File: config.mk
export PLATFORM = sky130hd
export DESIGN_NAME = path_delay_monitor
export DESIGN_NICKNAME = d
export VERILOG_FILES = /design/src/rtl/path_delay_monitor.sv
export SDC_FILE = /design/constraint.sdc
export NUM_CORES = 1
export LEC_CHECK = 0
export ABC_AREA = 1
export ABC_CLOCK_PERIOD_IN_PS = 2900
export CORE_UTILIZATION = 51
export DETAILED_ROUTE_END_ITERATION = 7
export GPL_TIMING_DRIVEN = 1
export PLACE_DENSITY_LB_ADDON = 0.25
export SKIP_CTS_REPAIR_TIMING = 1
export SLEW_MARGIN = 30
export SYNTH_ARGS = -nofsm -noshare
export SYNTH_HDL_FRONTEND = slang
export SYNTH_SLANG_ARGS = --single-unit
File: constraint.sdc
create_clock -name clock -period 2.9 [get_ports clock]
set_clock_uncertainty 0.1 [all_clocks]
set_input_delay 0.58 -clock clock [delete_from_list [all_inputs] [get_ports clock]]
set_output_delay 0.58 -clock clock [all_outputs]
set_load 0.02 [all_outputs]
File: src/rtl/path_delay_monitor.sv
// Clocked observer for a specify-path DUT: times each input change to the resulting output
// change and reports delay, source bit, overlap, timeout and window violation.
module path_delay_monitor #(
  parameter int unsigned WIDTH    = 4,
  parameter int unsigned IDX_W    = 2,
  parameter int unsigned CNT_W    = 8,
  parameter int unsigned MAX_WAIT = 32
) (
  input  logic             clock,
  input  logic             reset,
  input  logic [WIDTH-1:0] in_vec,
  input  logic             dut_out,
  input  logic [CNT_W-1:0] min_lim,
  input  logic [CNT_W-1:0] max_lim,
  output logic             meas_valid,
  output logic [CNT_W-1:0] meas_delay,
  output logic [IDX_W-1:0] src_idx,
  output logic             overlap,
  output logic             timeout,
  output logic             violation,
  output logic             spurious,
  output logic             busy
);

  localparam logic [CNT_W-1:0] MAX_CNT = CNT_W'(MAX_WAIT);

  typedef enum logic [1:0] {
    S_PRIME   = 2'd0,
    S_IDLE    = 2'd1,
    S_MEASURE = 2'd2,
    S_REPORT  = 2'd3
  } state_e;

  state_e             state_q, state_d;
  logic [WIDTH-1:0]   in_q;
  logic               out_q;
  logic [CNT_W-1:0]   count_q, count_d;
  logic               meas_valid_q, meas_valid_d;
  logic [CNT_W-1:0]   meas_delay_q, meas_delay_d;
  logic [IDX_W-1:0]   src_idx_q, src_idx_d;
  logic               overlap_q, overlap_d;
  logic               timeout_q, timeout_d;
  logic               violation_q, violation_d;
  logic               spurious_q, spurious_d;
  logic               busy_q, busy_d;

  logic               in_chg;
  logic               out_chg;
  logic               report;
  logic [IDX_W-1:0]   chg_idx;

  // Lowest-index set bit; scanning downward leaves the lowest one last.
  function automatic logic [IDX_W-1:0] lowest_set(input logic [WIDTH-1:0] v);
    logic [IDX_W-1:0] idx;
    idx = '0;
    for (int i = int'(WIDTH) - 1; i >= 0; i--) begin
      if (v[i]) idx = IDX_W'(i);
    end
    return idx;
  endfunction

  assign in_chg  = (in_vec != in_q);
  assign out_chg = (dut_out != out_q);
  assign chg_idx = lowest_set(in_vec ^ in_q);

  // Next-state and report-field logic.
  always_comb begin
    state_d      = state_q;
    count_d      = count_q;
    meas_delay_d = meas_delay_q;
    src_idx_d    = src_idx_q;
    overlap_d    = overlap_q;
    timeout_d    = timeout_q;
    violation_d  = violation_q;
    spurious_d   = 1'b0;
    report       = 1'b0;

    unique case (state_q)
      S_PRIME: begin
        state_d = S_IDLE;
      end
      S_IDLE, S_REPORT: begin
        if (in_chg && out_chg) begin
          src_idx_d    = chg_idx;
          overlap_d    = 1'b0;
          timeout_d    = 1'b0;
          meas_delay_d = '0;
          count_d      = '0;
          report       = 1'b1;
          state_d      = S_REPORT;
        end else if (in_chg) begin
          src_idx_d = chg_idx;
          overlap_d = 1'b0;
          timeout_d = 1'b0;
          count_d   = CNT_W'(1);
          state_d   = S_MEASURE;
        end else if (out_chg) begin
          spurious_d = 1'b1;
          state_d    = S_IDLE;
        end else begin
          state_d = S_IDLE;
        end
      end
      S_MEASURE: begin
        if (in_chg) overlap_d = 1'b1;
        if (out_chg) begin
          meas_delay_d = count_q;
          report       = 1'b1;
          state_d      = S_REPORT;
        end else if (count_q == MAX_CNT) begin
          meas_delay_d = MAX_CNT;
          timeout_d    = 1'b1;
          report       = 1'b1;
          state_d      = S_REPORT;
        end else begin
          count_d = count_q + CNT_W'(1);
        end
      end
      default: begin
        state_d = S_PRIME;
      end
    endcase

    // Limits are sampled on the same edge that enters REPORT.
    if (report) begin
      violation_d = timeout_d | (meas_delay_d < min_lim) | (meas_delay_d > max_lim);
    end

    meas_valid_d = report;
    busy_d       = (state_d == S_MEASURE);
  end

  always_ff @(posedge clock or posedge reset) begin
    if (reset) begin
      state_q      <= S_PRIME;
      in_q         <= '0;
      out_q        <= 1'b0;
      count_q      <= '0;
      meas_valid_q <= 1'b0;
      meas_delay_q <= '0;
      src_idx_q    <= '0;
      overlap_q    <= 1'b0;
      timeout_q    <= 1'b0;
      violation_q  <= 1'b0;
      spurious_q   <= 1'b0;
      busy_q       <= 1'b0;
    end else begin
      state_q      <= state_d;
      in_q         <= in_vec;
      out_q        <= dut_out;
      count_q      <= count_d;
      meas_valid_q <= meas_valid_d;
      meas_delay_q <= meas_delay_d;
      src_idx_q    <= src_idx_d;
      overlap_q    <= overlap_d;
      timeout_q    <= timeout_d;
      violation_q  <= violation_d;
      spurious_q   <= spurious_d;
      busy_q       <= busy_d;
    end
  end

  assign meas_valid = meas_valid_q;
  assign meas_delay = meas_delay_q;
  assign src_idx    = src_idx_q;
  assign overlap    = overlap_q;
  assign timeout    = timeout_q;
  assign violation  = violation_q;
  assign spurious   = spurious_q;
  assign busy       = busy_q;

endmodule

==> flow_metrics.env <==
export IMPL_htree_levels=2
export IMPL_via_per_inst=4.870
export IMPL_reg2reg_to="violation$_DFFE_PP0P_"
export IMPL_grt_max_degree=32
export IMPL_wl_per_cell_um=11.88
export IMPL_synth_distinct_cells=30
export IMPL_synth_top_area_cell="dfrtp_1"
export IMPL_drt_iter0_drc=85
export IMPL_grt_pass1_vias=1607
export IMPL_initial_core_util_pct=54.49
export IMPL_worst_path_max_fanout=3
export IMPL_fin_area_um2=2698
export IMPL_cts_tree="yes"
export IMPL_setup_viol_count_final=0
export IMPL_post_route_period_util_pct=90.90
export IMPL_drc=0
export IMPL_cts_root_buffer="clkbuf_8"
export IMPL_whs_ns=0.3568
export IMPL_nFillCells=249
export IMPL_timing_fmax_mhz=379.3
export IMPL_hold_class="in -> reg"
export IMPL_p_int_mw=1.220
export IMPL_placedInstanceArea_um2=2509
export IMPL_vias=1680
export IMPL_p_per_area_nw_per_um2=725.4
export IMPL_p_clk_share_pct=22.4
export IMPL_p_sw_share_pct=37.66
export IMPL_areaGrowthSynthToFinish_pct=43.83
export IMPL_seq_power_share_pct=30.0
export IMPL_fp_dieH_um=62.64
export IMPL_clkLatencyLatePin_ns=0.29
export IMPL_power_switching_mw=0.7369
export IMPL_drtPass1Iterations=4
export IMPL_globalplace_congestion=0.8353
export IMPL_p_leak_nw=1.454
export IMPL_postSynthRegisterBits=31
export IMPL_min_period_ns=2.636
export IMPL_syn_area_um2=1876
export IMPL_syn_area_per_cell_um2=8.336
export IMPL_yosysTopAreaCellShare_pct=41.36
export IMPL_hold_viol_final=0
export IMPL_std_cell_rows=21
export IMPL_status="complete, no violations"
export IMPL_detail_route_antenna_nets=0
export IMPL_die_x_um=62.64
export IMPL_grt_first_pass_wirelength_mm=7.093
export IMPL_netlist_instances=225
export IMPL_nets=338
export IMPL_r2r_slack_ns=0.26
export IMPL_drv_slew=0
export IMPL_grt_overflow_total=0
export IMPL_worst_endpoint_required_ns=2.97
export IMPL_ios=39
export IMPL_grt_usage_pct=23.67
export IMPL_critPathKind="reg -> reg"
export IMPL_antennaDiodeCount=0
export IMPL_cap_violations=0
export IMPL_crit_path_start_kind="flip-flop"
export IMPL_drive_gt1_share_pct=24.75
export IMPL_reg2reg_depth=18
export IMPL_r2r_start="count_q[0]$_DFFE_PP0P_"
export IMPL_seq_area_frac_synth_pct=41.36
export IMPL_worstHoldEndpoint="in_q[3]$_DFF_PP0_"
export IMPL_dpl_hpwl_mm=3.224
export IMPL_tightest_slew_ns=0.4049
export IMPL_port_buffers=38
export IMPL_clockBufferDepth=2
export IMPL_slew_headroom_pct=72.80
export IMPL_yosys_top_cells_area="dfrtp_1 41%, ha_1 11%, nand2_1 8.8%"
export IMPL_min_from="in_vec[3]"
export IMPL_routed_wirelength_mm=4.098
export IMPL_critPathCaptureType="flip-flop"
export IMPL_antenna_found_initial=0
export IMPL_cp_arrival_ns=2.71
export IMPL_clock_sinks=31
export IMPL_core_area_um2=3442
export IMPL_ir_drop_mv=0.3729
export IMPL_synth_fp_nets=265
export IMPL_dieArea_um2=3924
export IMPL_fin_tns_setup_ns=0
export IMPL_synth_warnings=0
export IMPL_p_comb_share_pct=47.6
export IMPL_cts_buffers_inserted=5
export IMPL_clk_pin_slew_worst_paths_ns=0.07
export IMPL_grt_setup_unrepaired="false"
export IMPL_holdPathStages=1
worst max path at each step:
stage | slack, ns | from | cells after the start | endpoint
6_report | 0.26 | count_q[0]$_DFFE_PP0P_ | 18 | violation$_DFFE_PP0P_
5_1_grt | 0.03 | count_q[0]$_DFFE_PP0P_ | 18 | violation$_DFFE_PP0P_
4_1_cts | -0.05 | dut_out | 14 | violation$_DFFE_PP0P_
3_5_place_dp | -0.33 | dut_out | 14 | violation$_DFFE_PP0P_
3_3_place_gp | -0.27 | dut_out | 14 | violation$_DFFE_PP0P_
2_1_floorplan | 0.36 | in_vec[0] | 15 | violation$_DFFE_PP0P_
metal layers:
metal	part of all wire [%]	track usage, %
met1	45	30.63
met3	4.1	5.657
met4	1.8	9.302
met5	0	0
met2	49	38.04
per-stage QoR:
step                total power, mW  worst slack, ns  utilization [%]  std cells
floorplan                     1.095           0.3595                -        225
CTS                           1.918         -0.05433            76.30        343
finish                        1.957           0.2638            78.37        345
global placement              1.446          -0.2669            72.88        335
detailed placement            1.471          -0.3350            72.88        335
global route                  2.098          0.02846            78.37        345
sequential cells by signal, indices dropped and copies added, names as in the netlist:
signal      cells
out_q           1
meas_valid      1
count_q         8
in_q            4
overlap         1
violation       1
spurious        1
busy            1
timeout         1
state_q         2
meas_delay      8
src_idx         2
cells by family (layout without fill, tap and decap cells):
logic type | after synthesis | count (layout) | synth area share, %
XOR/XNOR | 1 | 1 | 1.468
AO/OA/AOI/OAI | 33 | 33 | 11.01
buffers and inverters | 51 | 125 | 10.61
adder cells (fa/ha/maj) | 17 | 17 | 11.34
AND/OR/NAND/NOR | 92 | 92 | 24.22
flip-flops | 31 | 31 | 41.36
cells in the mapped netlist (all sizes together):
| cell type | number |
|---|---|
| inv | 51 |
| nor3b | 2 |
| a21oi | 11 |
| nor3 | 8 |
| o311ai | 1 |
| xnor2 | 1 |
| o22ai | 1 |
| nor2 | 22 |
| a31oi | 2 |
| o21ai | 12 |
| nand2 | 51 |
| a211oi | 4 |
| o21bai | 1 |
| nand3 | 9 |
| dfrtp | 31 |
| ha | 17 |
| o31ai | 1 |
placed cells by master (no fill, tap or decap), drive strengths merged, types with 2 or more instances in the layout:
master	synthesis	layout
buf	0	28
a211oi	4	4
nand2	51	51
a21oi	11	11
clkdlybuf4s50	0	33
a31oi	2	2
dlymetal6s2s	0	5
nor3b	2	2
nor3	8	8
nor2	22	22
nand3	9	9
ha	17	17
clkbuf	0	6
inv	51	51
dfrtp	31	31
o21ai	12	12
layout make-up:
cell class                      count  area, µm²  area share [%]
Clock inverter                      2      35.03           1.299
Clock buffer                        6      82.58           3.061
Sequential cell                    31      775.7           28.76
Inverter                           51      198.9           7.375
Multi-Input combinational cell    143      944.7           35.02
Tap cell                           46      57.56           2.134
Timing Repair Buffer               66      603.1           22.36
power groups by stage:
stage / logic [mW] / registers (mW) / clock network [mW]
after floorplan: 0.436 / 0.658 / 0
after global placement: 0.856 / 0.590 / 0
after detailed placement: 0.879 / 0.592 / 0
after CTS: 0.884 / 0.589 / 0.445
after global routing: 1.03 / 0.599 / 0.466
final: 0.932 / 0.587 / 0.438
critical path, stage by stage, from the launching register on:
cell	delay [ns]
dfrtp_1	0.39
inv_1	0.09
ha_1	0.20
nand2_1	0.07
nor2_1	0.04
nand2_1	0.11
nand2_1	0.10
a21oi_2	0.16
a211oi_2	0.06
buf_4	0.14
buf_4	0.13
ha_1	0.28
nand2_1	0.07
nor2_2	0.11
nand3_1	0.08
nor2_1	0.10
a31oi_1	0.06
nor3b_2	0.18
a21oi_2	0.07
(Power assumes the default switching activity.)
